`src/rtl/ysq_pkg.sv`:
```
// Shared types and constants for the nibble-serial fetch path.
// The nibble-enable encodings are also used by the instruction register.
package ysq_pkg;

  localparam int PC_W_DEF = 13;

  typedef enum logic [1:0] {
    IDLE = 2'd0,
    REQ  = 2'd1,
    DONE = 2'd2
  } state_t;

  localparam logic [3:0] EN_NIB0 = 4'b1000;
  localparam logic [3:0] EN_NIB1 = 4'b0100;
  localparam logic [3:0] EN_NIB2 = 4'b0010;
  localparam logic [3:0] EN_NIB3 = 4'b0001;

  function automatic logic [3:0] nib_en(input logic [1:0] idx);
    case (idx)
      2'd0:    nib_en = EN_NIB0;
      2'd1:    nib_en = EN_NIB1;
      2'd2:    nib_en = EN_NIB2;
      default: nib_en = EN_NIB3;
    endcase
  endfunction

endpackage

```
`src/rtl/fetch_seq.sv`:
```
// Instruction-fetch sequencer: four nibble reads per 16-bit instruction,
// MS nibble first, with PC ownership, jump loads and abort.
module fetch_seq
  import ysq_pkg::*;
#(
  parameter int              PC_W     = PC_W_DEF,
  parameter logic [PC_W-1:0] RESET_PC = '0
) (
  input  logic            clk,
  input  logic            reset,
  input  logic            start,
  input  logic            abort,
  input  logic            pc_load,
  input  logic [PC_W-1:0] pc_in,
  output logic            mem_req,
  output logic [PC_W+1:0] mem_addr,
  input  logic            mem_ack,
  output logic [3:0]      ir_en,
  output logic            busy,
  output logic            fetch_done,
  output logic [PC_W-1:0] pc
);

  localparam logic [PC_W-1:0] PC_ONE = {{(PC_W-1){1'b0}}, 1'b1};

  state_t          r_state;
  state_t          w_next;
  logic [1:0]      r_nib;
  logic [PC_W-1:0] r_pc;
  logic            w_ack_ok;

  // abort beats mem_ack: an aborted cycle never steers a nibble
  always_comb begin
    w_next   = r_state;
    w_ack_ok = 1'b0;
    case (r_state)
      IDLE: if (start) w_next = REQ;
      REQ: begin
        if (abort) begin
          w_next = IDLE;
        end else if (mem_ack) begin
          w_ack_ok = 1'b1;
          if (r_nib == 2'd3) w_next = DONE;
        end
      end
      DONE:    w_next = IDLE;
      default: w_next = IDLE;
    endcase
  end

  always_ff @(posedge clk) begin
    if (reset) begin
      r_state <= IDLE;
      r_nib   <= 2'd0;
      r_pc    <= RESET_PC;
    end else begin
      r_state <= w_next;
      if (r_state == IDLE) begin
        r_nib <= 2'd0;
        if (pc_load) r_pc <= pc_in;
      end else if (r_state == REQ && abort) begin
        r_nib <= 2'd0;
      end else if (w_ack_ok) begin
        r_nib <= r_nib + 2'd1;
        if (r_nib == 2'd3) r_pc <= r_pc + PC_ONE;
      end
    end
  end

  assign mem_req    = (r_state == REQ);
  assign busy       = (r_state == REQ);
  assign fetch_done = (r_state == DONE);
  assign mem_addr   = {r_pc, r_nib};
  assign ir_en      = w_ack_ok ? nib_en(r_nib) : 4'b0000;
  assign pc         = r_pc;

endmodule

```
`config.mk`:
```
export PLATFORM = sky130hd
export DESIGN_NAME = fetch_seq
export DESIGN_NICKNAME = d
export VERILOG_FILES = /design/src/rtl/ysq_pkg.sv /design/src/rtl/fetch_seq.sv
export SDC_FILE = /design/constraint.sdc
export NUM_CORES = 1
export LEC_CHECK = 0
export ABC_AREA = 0
export ABC_CLOCK_PERIOD_IN_PS = 3500
export CORE_ASPECT_RATIO = 1.75
export CORE_MARGIN = 1.5
export CORE_UTILIZATION = 42
export CTS_CLUSTER_DIAMETER = 50
export CTS_CLUSTER_SIZE = 14
export DETAILED_ROUTE_END_ITERATION = 12
export PLACE_DENSITY = 0.86
export RECOVER_POWER = 100
export SLEW_MARGIN = 20
export SYNTH_ARGS = -nofsm -noshare
export SYNTH_HDL_FRONTEND = slang
export SYNTH_SLANG_ARGS = --single-unit
```
`constraint.sdc`:
```
create_clock -name clk -period 3.5 [get_ports clk]
set_input_delay 0.7 -clock clk [delete_from_list [all_inputs] [get_ports clk]]
set_output_delay 0.7 -clock clk [all_outputs]
set_load 0.02 [all_outputs]
```
# Yosys cells after proc, flatten, opt, wreduce, memory -nomap -nowiden
# Index checks and enable logic that the tools add are counted.
# W data, S select, Z words.
totals:
  out_inout_bits: 35
  regBits: 17
classes:
  n_eq_ne: 10
  mux: 15
  reduce_logical: 8
  add_sub_neg: 2
op_table:
  columns: ["cell", "count"]
  rows:
  - ["$mux W13", 5]
  - ["$add A13 B1 Y13 const B", 1]
  - ["$pmux W4 S3", 1]
  - ["$mux W2", 4]
  - ["$eq A2 B2 Y1 const B", 3]
  - ["$ne A2 B2 Y1 const B", 3]
  - ["$eq A2 B1 Y1 const B", 2]
  - ["$logic_not A2 Y1", 2]
  - ["$mux W4", 1]
  - ["$pmux W2 S2", 1]
  - ["$reduce_and A4 Y1", 1]
  - ["$reduce_bool A2 Y1", 2]
  - ["$mux W1", 3]
  - ["$ne A3 B2 Y1 const B", 1]
  - ["$ne A3 B3 Y1 const B", 1]
  - ["$reduce_and A3 Y1", 1]
  - ["$reduce_or A3 Y1", 1]
  - ["$add A2 B1 Y2 const B", 1]
  - ["$logic_and A1 B1 Y1", 1]

# Longest topological paths before layout
# Gate-level depths: netlist of run 1.
logic_depth:
  word_depth: 6
  mapped_depth: 6
  ltp_nobuf: 5

# Worst setup path before layout of run 1
# Ideal clock, no wire load.
synth_path:
  kind: "in2out"
  from: "in abort"
  to: "out ir_en[0]"
  path_slack_ps: 1363
  t_arrival_ps: 1437
  cell_stages: 3
  n_path_buf: 0
  path_cell_list: "nand2b_2 nor3b_4 and2_1"
synth_via:
  elab_chain_cells: 3
synth_lines:
  columns: ["element", "line_no", "source"]
  rows:
  - ["from (decl)", "fetch_seq.sv:12", "input logic abort,"]
  - ["$mux W1", "fetch_seq.sv:39", "if (abort) begin"]
  - ["$mux W1", "fetch_seq.sv:36", "case (r_state)"]
  - ["$mux W4", "fetch_seq.sv:74", "assign ir_en = w_ack_ok ? nib_en(r_nib) : 4'b0000;"]
  - ["to (decl)", "fetch_seq.sv:18", "output logic [3:0] ir_en,"]
# No other way between the ends.

# Final worst setup path of run 1
layout_path:
  from: "in abort"
  to: "out ir_en[2]"
# Same word-level chain as after synthesis.

==> metrics.cfg, run 1 <==
[final_layout]
final-seq-area_um2=340.3
area_overhead_vs_synth_pct=37.23
multi_input_area_um2=683.2
layout.core_utilization=0.6101
insertedDiodeCount=0
final_layout_size_suffix_gt1_frac=0.05556
fillerInstances=237
finish.net_count=206

[clock_network]
clk_pin_slew_ps=70
worstSkewPairLatency_ps=250
clockBufferDepth=2
tritoncts=yes
cts-resized-gates=0
cts-htree-levels=1
cts.root.buffer_cell=clkbuf_8
cts_inserted_buffers=3
cts_setup_buffers=0
cts_num_sinks=17
cts-hold-fix-buffers=0

[synthesis]
yosys.cell_types.count=45
synth_seq_cells=17
yosys_warnings=0
syn-num-nets=171
syn-instance-count=146
synth_edf_count=0
post_synthesis_sequential_area_ratio=0.2813
syn_area_per_cell_um2=8.287
fraction_of_registers_with_async_set_or_reset_after_synthesis=0
syn_area_um2=1210
main_flop_type_after_synthesis=dfxtp_1

[power]
share_seq_of_total_power=0.425
worst_ir_drop_vdd_mv=0.1977
pwr_density_cell_nw_per_um2=316.9
p_sw_mw=0.1671
clkPwrFrac=0.286
static-leakage-power_nw=0.7027
sw_frac_of_total=0.3177
power.share.combinational=0.289
cell_internal_pwr_mw=0.3590

[hold_path]
hold_path_depth=1
worstHoldPathType=flop to flop
worst_hold_path.endpoint=pc[12]
holdCritStartpoint=pc[12]

[timing]
whs_ps=530.4
timing.setup.tns_ps=0
worst_pin_slew_ps=988.6
peak_freq_ghz=0.3087
min_period_ps=3239
finalHoldViolCount=0
finClkSkew_ps=2.755
timing.final.ws_setup_ps=260.6
max_slew_margin=0.3409
slew_viol_final=0
post-route-period-util=0.9255
rsz0062_at_grt=no
final-setup-viol-count=0

[die]
initial_utilization=0.4446
num_rows=25
floorplan.core_area_um2=2721
design.portCount=54
die-width_um=43.57
chipHeight_um=74
floorplan.die_area_um2=3224

[critical_path]
cp_slowest_stage_delay_ps=600
timing.critical_path.from_type=primary input
reg2reg_slack_ps=1270
critical_path_peak_fanout=7
end_kind=output port
critPathRequiredTime_ps=2800
crit_type=primary input to output port
crit_path_cells=dlygate4sd3_1, nand2b_1, nor3b_4, and2_1, clkdlybuf4s50_1
rr_endpoint=pc[2]
reg2regPathDepth=5
worstPathBufferInverterCount=2
timing.critical_path.max_delay_family=buffers and inverters
reg2reg_from=r_nib[0]
slowest_stage_cell_cp=clkdlybuf4s50_1
arrival_ps=2540

[global_route]
global_route_wire_length_before_repair_um=5209
global_route_total_usage_across_every_layer=0.2052
initial_antenna_violation_count=0
grt_pass1_vias=1212
global_route.overflow_total=0
maximum_number_of_pins_on_one_net_before_global_route_repair=18

[status]
outcome=complete, no violations

[routing]
drt_first_pass_iters=4
wl_um=3128
drt-vias-per-instance=5.826
routedWlPerCell_um=15.11
ant_nets=0
dr_total_vias=1206
drt_iter0_drc=82
drt_drc_violations_left=0

[placement]
detailedPlace.worstSlack_ps=378.6
port-buffer-count=53
hpwl_um=2366
gp_congestion=0.7207

[job]
max-cap-violations=0

how the worst max path moves through the flow:
stage | from | to | slack (ps) | cells past startpoint
5_1_grt | abort | ir_en[3] | 140 | 5
3_5_place_dp | abort | ir_en[2] | 380 | 5
6_report | abort | ir_en[2] | 260 | 5
4_1_cts | abort | ir_en[2] | 370 | 5
2_1_floorplan | abort | ir_en[0] | 1360 | 3
3_3_place_gp | abort | ir_en[3] | 430 | 5
placed cells by master (no fill, tap or decap), types with 2 or more instances in the layout:
master and n:
o21ai_0 7, o32ai_1 3, and3_1 3, a222oi_1 3
and4_1 2, a22oi_1 2, dfxtp_1 17, nor2_1 9
inv_1 5, nand2b_1 2, nand3_1 5, nand4b_1 3
ha_1 6, a21oi_1 12, clkdlybuf4s50_1 21, nor3_1 2
a21o_1 3, dlygate4sd3_1 32, and2_1 11, clkbuf_8 3
nand4_1 4, nand2_1 5
layer usage:
metal | vias up | GRT usage | share of wire | routed length, µm
li1 | 587 | - | - | -
met1 | 564 | 0.2207 | 0.38 | 1184
met2 | 51 | 0.3660 | 0.56 | 1751
met3 | 4 | 0.04126 | 0.052 | 163
met4 | 0 | 0.1077 | 0.0090 | 28
met5 | - | 0 | 0 | 0
power groups by stage:
| stage | Clock [mW] | Combinational, mW | Sequential (mW) |
|---|---|---|---|
| 2_1_floorplan | 0 | 0.0876 | 0.239 |
| 3_3_place_gp | 0 | 0.159 | 0.228 |
| 3_5_place_dp | 0 | 0.162 | 0.229 |
| 4_1_cts | 0.150 | 0.163 | 0.225 |
| 5_1_grt | 0.162 | 0.164 | 0.227 |
| 6_report | 0.150 | 0.152 | 0.224 |
Yosys cell counts (2+ instances only):
cell type / instances / share of area
a222oi_1: 3 / 0.025
buf_2: 4 / 0.017
a22oi_1: 2 / 0.012
nor2_1: 9 / 0.028
o21ai_0: 4 / 0.017
nand4_1: 4 / 0.021
nand4b_1: 3 / 0.022
inv_1: 5 / 0.016
o32ai_1: 3 / 0.022
dfxtp_1: 17 / 0.28
o21ai_1: 4 / 0.017
nand3_1: 4 / 0.017
a21oi_1: 11 / 0.045
and3_1: 3 / 0.016
a21o_1: 3 / 0.019
nand2_1: 5 / 0.016
and2_1: 11 / 0.057
nor3_1: 2 / 0.0083
clkbuf_1: 2 / 0.0062
buf_4: 16 / 0.099
ha_1: 6 / 0.062
and4_1: 2 / 0.014
kinds of logic after synthesis:
logic type | Yosys count | synth area share
simple gates | 52 | 0.2617
compound gates | 41 | 0.2420
buf+inv | 29 | 0.1448
flops | 17 | 0.2813
fa+ha+maj | 6 | 0.06205
mux | 1 | 0.008273
sequential cells by signal, summed over array words and instances (netlist names):
name,flops
pc,13
r_nib,2
r_state,2
through the flow:
| stage | power (mW) | instances | instance area [µm²] |
|---|---|---|---|
| floorplan | 0.3271 | 146 | 1210 |
| global placement | 0.3866 | 203 | 1625 |
| detailed placement | 0.3915 | 203 | 1625 |
| CTS | 0.5376 | 207 | 1672 |
| global route | 0.5520 | 207 | 1660 |
| finish | 0.5261 | 207 | 1660 |
area by class of cell:
| class | count | share of cell area |
|---|---|---|
| well taps | 27 | 0.02035 |
| inverters | 5 | 0.01130 |
| clock buffers | 3 | 0.02487 |
| flip-flops and latches | 17 | 0.2050 |
| repair buffers | 54 | 0.3240 |
| clock inverters | 1 | 0.003014 |
| multi-input cells | 100 | 0.4115 |
Note: power is estimated with default switching activity, not from simulation.
==> run 2: changes to the inputs <==
--- a/config.mk
+++ b/config.mk
@@ -7,12 +7,14 @@
 export LEC_CHECK = 0
 export ABC_AREA = 0
 export ABC_CLOCK_PERIOD_IN_PS = 3500
+export CAP_MARGIN = 15
 export CORE_ASPECT_RATIO = 1.75
 export CORE_MARGIN = 1.5
 export CORE_UTILIZATION = 42
 export CTS_CLUSTER_DIAMETER = 50
-export CTS_CLUSTER_SIZE = 14
+export CTS_CLUSTER_SIZE = 30
 export DETAILED_ROUTE_END_ITERATION = 12
+export MAX_ROUTING_LAYER = met4
 export PLACE_DENSITY = 0.86
 export RECOVER_POWER = 100
 export SLEW_MARGIN = 20
==> run 2 against run 1 <==
Clock skew is essentially flat. Total power about the same. Clock power barely moved. First-iteration DRC count down 2.4%. Worst hold slack worse by 4.7 ps. Critical path depth did not move. Design area did not move. Sequential power is essentially flat.
==> metrics.cfg, run 2 (synthesis results as in run 1) <==
[power]
worst_ir_drop_vdd_mv=0.1977
power.share.combinational=0.289
share_seq_of_total_power=0.426
clkPwrFrac=0.285
p_sw_mw=0.1668
cell_internal_pwr_mw=0.3590
sw_frac_of_total=0.3172
pwr_density_cell_nw_per_um2=316.7
static-leakage-power_nw=0.7027

[placement]
hpwl_um=2366
port-buffer-count=53
gp_congestion=0.7292
detailedPlace.worstSlack_ps=378.6
placedCellCount=203

[job]
max-cap-violations=0

[clock_network]
cts-htree-levels=1
cts_setup_buffers=0
cts-hold-fix-buffers=0
clockBufferDepth=2
clk_pin_slew_ps=70
cts_inserted_buffers=3
cts.root.buffer_cell=clkbuf_8
worstSkewPairLatency_ps=250
tritoncts=yes
cts-resized-gates=0
cts_num_sinks=17

[routing]
routedWlPerCell_um=15.15
ant_nets=0
wl_um=3137
drt_drc_violations_left=0
drt_first_pass_iters=4
dr_total_vias=1208
drt_iter0_drc=80
drt-vias-per-instance=5.836

[die]
die-width_um=43.57
floorplan.die_area_um2=3224
design.portCount=54
num_rows=25
chipHeight_um=74
floorplan.core_area_um2=2721
initial_utilization=0.4446

[critical_path]
worstPathBufferInverterCount=2
critical_path_peak_fanout=7
arrival_ps=2540
end_kind=output port
timing.critical_path.from_type=primary input
slowest_stage_cell_cp=clkdlybuf4s50_1
critPathRequiredTime_ps=2800
timing.critical_path.max_delay_family=buffers and inverters
crit_type=primary input to output port
cp_slowest_stage_delay_ps=600
crit_path_cells=dlygate4sd3_1, nand2b_1, nor3b_4, and2_1, clkdlybuf4s50_1

[global_route]
initial_antenna_violation_count=0
grt_pass1_vias=1212
global_route_wire_length_before_repair_um=5216
global_route_total_usage_across_every_layer=0.2114
global_route.overflow_total=0
maximum_number_of_pins_on_one_net_before_global_route_repair=18

[final_layout]
largest_register_ff_count=13
most_frequent_cells_in_the_layout=dlygate4sd3_1, clkdlybuf4s50_1, dfxtp_1
final-seq-area_um2=340.3
finish.net_count=206
final_layout_size_suffix_gt1_frac=0.05556
final_common_cell=dlygate4sd3_1
finalNonFillerCells=207
area_overhead_vs_synth_pct=37.23
insertedDiodeCount=0
multi_input_area_um2=683.2
fillerInstances=237

[timing]
worst_pin_slew_ps=968.6
timing.setup.tns_ps=0
final-setup-viol-count=0
finClkSkew_ps=2.276
finalHoldViolCount=0
min_period_ps=3240
peak_freq_ghz=0.3087
rsz0062_at_grt=no
post-route-period-util=0.9257
timing.final.ws_setup_ps=260.2
slew_viol_final=0
max_slew_margin=0.3542

[status]
outcome=complete, no violations

[hold_path]
worstHoldPathType=flop to flop

-- run 2: cell counts in the layout (fill, tap and decap cells not counted) --
Identical to the previous run, type by type.
-- run 2: cell type report --
| class | instances | area share |
|---|---|---|
| Timing Repair Buffer | 54 | 0.3240 |
| Multi-Input combinational cell | 100 | 0.4115 |
| Sequential cell | 17 | 0.2050 |
| Inverter | 5 | 0.01130 |
| Clock buffer | 3 | 0.02487 |
| Clock inverter | 1 | 0.003014 |
| Tap cell | 27 | 0.02035 |
-- run 2: final timing paths --
check           start  endpoint  slack (ps)  cells after the start
min            pc[12]    pc[12]         530                      1
max             abort  ir_en[2]         260                      5
max reg2reg  r_nib[0]     pc[2]        1280                      5
min reg2reg    pc[12]    pc[12]         530                      1
-- run 2: metrics by stage --
stage,cell area (µm²),util,hold slack (ps),power [mW]
after CTS,1672,0.6143,542.9,0.5376
after global routing,1660,0.6101,588.4,0.5520
after floorplan,1210,-,541.6,0.3271
after detailed placement,1625,0.5972,549.8,0.3915
final,1660,0.6101,525.6,0.5258
after global placement,1625,0.5972,529.7,0.3866
-- run 2: per-layer routing --
layer	global-route usage	vias up	wire length (µm)
met1	0.2207	563	1183
met5	-	-	0
met4	0.1077	0	28
met3	0.04126	4	180
li1	-	589	-
met2	0.3660	52	1744
-- run 2: power by group through the flow --
stage                     registers [mW]  logic [mW]  clock network, mW
after detailed placement           0.229       0.162                  0
after global placement             0.228       0.159                  0
after global routing               0.227       0.164              0.162
after CTS                          0.225       0.163              0.150
final                              0.224       0.152              0.150
after floorplan                    0.239      0.0876                  0
==> run 3: changes to the inputs <==
--- a/config.mk
+++ b/config.mk
@@ -9,7 +9,6 @@
 export ABC_CLOCK_PERIOD_IN_PS = 3500
 export CAP_MARGIN = 15
 export CORE_ASPECT_RATIO = 1.75
-export CORE_MARGIN = 1.5
 export CORE_UTILIZATION = 42
 export CTS_CLUSTER_DIAMETER = 50
 export CTS_CLUSTER_SIZE = 30
@@ -17,6 +16,7 @@
 export MAX_ROUTING_LAYER = met4
 export PLACE_DENSITY = 0.86
 export RECOVER_POWER = 100
+export REMOVE_ABC_BUFFERS = 1
 export SLEW_MARGIN = 20
 export SYNTH_ARGS = -nofsm -noshare
 export SYNTH_HDL_FRONTEND = slang
==> run 3 against run 2 <==
Sequential share of layout area rose by 0.16 points. First-iteration DRC count is 13% lower. Cell count is 0.48% lower. Utilization fell by 0.46 points. Total power grew 0.55%. Largest power group unchanged.
==> metrics.cfg, run 3 (synthesis results as in run 1) <==
[clock_network]
cts-htree-levels=1
tritoncts=yes
clockBufferDepth=2
cts_inserted_buffers=3
worstSkewPairLatency_ps=260
clk_pin_slew_ps=70
cts-resized-gates=0
cts-hold-fix-buffers=0
cts.root.buffer_cell=clkbuf_8
cts_num_sinks=17
cts_setup_buffers=0

[critical_path]
critPathRequiredTime_ps=2800
timing.critical_path.from_type=primary input
crit_type=primary input to output port
slowest_stage_cell_cp=dlygate4sd3_1
end_kind=output port
crit_path_cells=clkdlybuf4s50_1, nand2b_1, nor3b_4, and2_1, dlygate4sd3_1
cp_slowest_stage_delay_ps=670
arrival_ps=2470
reg2reg_slack_ps=1260
critical_path_peak_fanout=7

[final_layout]
finish.net_count=205
final-seq-area_um2=340.3
area_overhead_vs_synth_pct=36.19
layout.core_utilization=0.6055
largest_register_ff_count=13
final_layout_size_suffix_gt1_frac=0.04469
insertedDiodeCount=0
multi_input_area_um2=678.2
fillerInstances=256
most_frequent_cells_in_the_layout=dlygate4sd3_1, dfxtp_1, clkdlybuf4s50_1
final_common_cell=dlygate4sd3_1

[power]
static-leakage-power_nw=0.7112
worst_ir_drop_vdd_mv=0.2459
pwr_density_cell_nw_per_um2=320.8

[global_route]
initial_antenna_violation_count=0
global_route_total_usage_across_every_layer=0.2244
global_route.overflow_total=0
maximum_number_of_pins_on_one_net_before_global_route_repair=18
global_route_wire_length_before_repair_um=5326
grt_pass1_vias=1191

[routing]
wl_um=3257
drt-vias-per-instance=5.922
drt_iter0_drc=70
dr_total_vias=1220
drt_first_pass_iters=4
drt_drc_violations_left=0
ant_nets=0
routedWlPerCell_um=15.81

[status]
outcome=complete, no violations

[placement]
hpwl_um=2434
gp_congestion=0.8414
port-buffer-count=53

[timing]
rsz0062_at_grt=no
peak_freq_ghz=0.3153
timing.setup.tns_ps=0
slew_viol_final=0
max_slew_margin=0.3610
worst_pin_slew_ps=958.5
post-route-period-util=0.9062
finalHoldViolCount=0
min_period_ps=3172
finClkSkew_ps=6.484
final-setup-viol-count=0

[job]
max-cap-violations=0

[die]
floorplan.core_area_um2=2721
num_rows=25
chipHeight_um=73
design.portCount=54
die-width_um=42.57
initial_utilization=0.4446
floorplan.die_area_um2=3108

[hold_path]
worstHoldPathType=flop to flop

[run 3: cell types whose count changed in the layout (fill, tap and decap cells not counted)]
cell             change
clkdlybuf4s50_1      -5
a211oi_1             +1
o21ai_0              -1
o21ai_1              +1
buf_4                -1
a211oi_2             -1
dlygate4sd3_1        +5
[run 3: worst paths after layout]
kind,cells past startpoint,startpoint,endpoint
hold reg to reg,1,pc[12],pc[12]
setup reg to reg,5,r_nib[0],pc[2]
hold / removal,1,pc[12],pc[12]
setup / recovery,5,abort,ir_en[0]
[run 3: metal layers]
layer  track usage  wire length [µm]
met5             -                 0
met2        0.3983              1774
met3       0.02723               126
met1        0.2359              1264
met4        0.1215                92
[run 3: final cells by class]
class / count / area share
multi-input combinational: 100 / 0.4115
timing repair buffer: 53 / 0.3219
sequential: 17 / 0.2065
clock buffer: 3 / 0.02506
tap: 27 / 0.02050
inverter: 5 / 0.01139
clock inverter: 1 / 0.003037
[run 3: critical path, delay by kind of cell]
family / cells / cell delay [ps]
buffers and inverters: 2 / 1070
AND/OR/NAND/NOR: 3 / 700
[run 3: where the power goes]
group	total, mW	switching, mW	internal, mW
logic	0.150	0.0777	0.0727
clock network	0.154	0.0748	0.0793
registers	0.224	0.0180	0.206
[run 3: per-stage QoR]
step	total power [mW]	instance area, µm²	worst slack [ps]	hold WS, ps	cells
after global routing	0.5505	1648	232.6	573.7	206
after floorplan	0.3048	1054	1363	596.8	122
final	0.5287	1648	328.1	542.3	206
after CTS	0.5418	1664	373.9	546.2	206
after global placement	0.3859	1618	440.6	505.2	202
after detailed placement	0.3911	1618	372.7	531.2	202
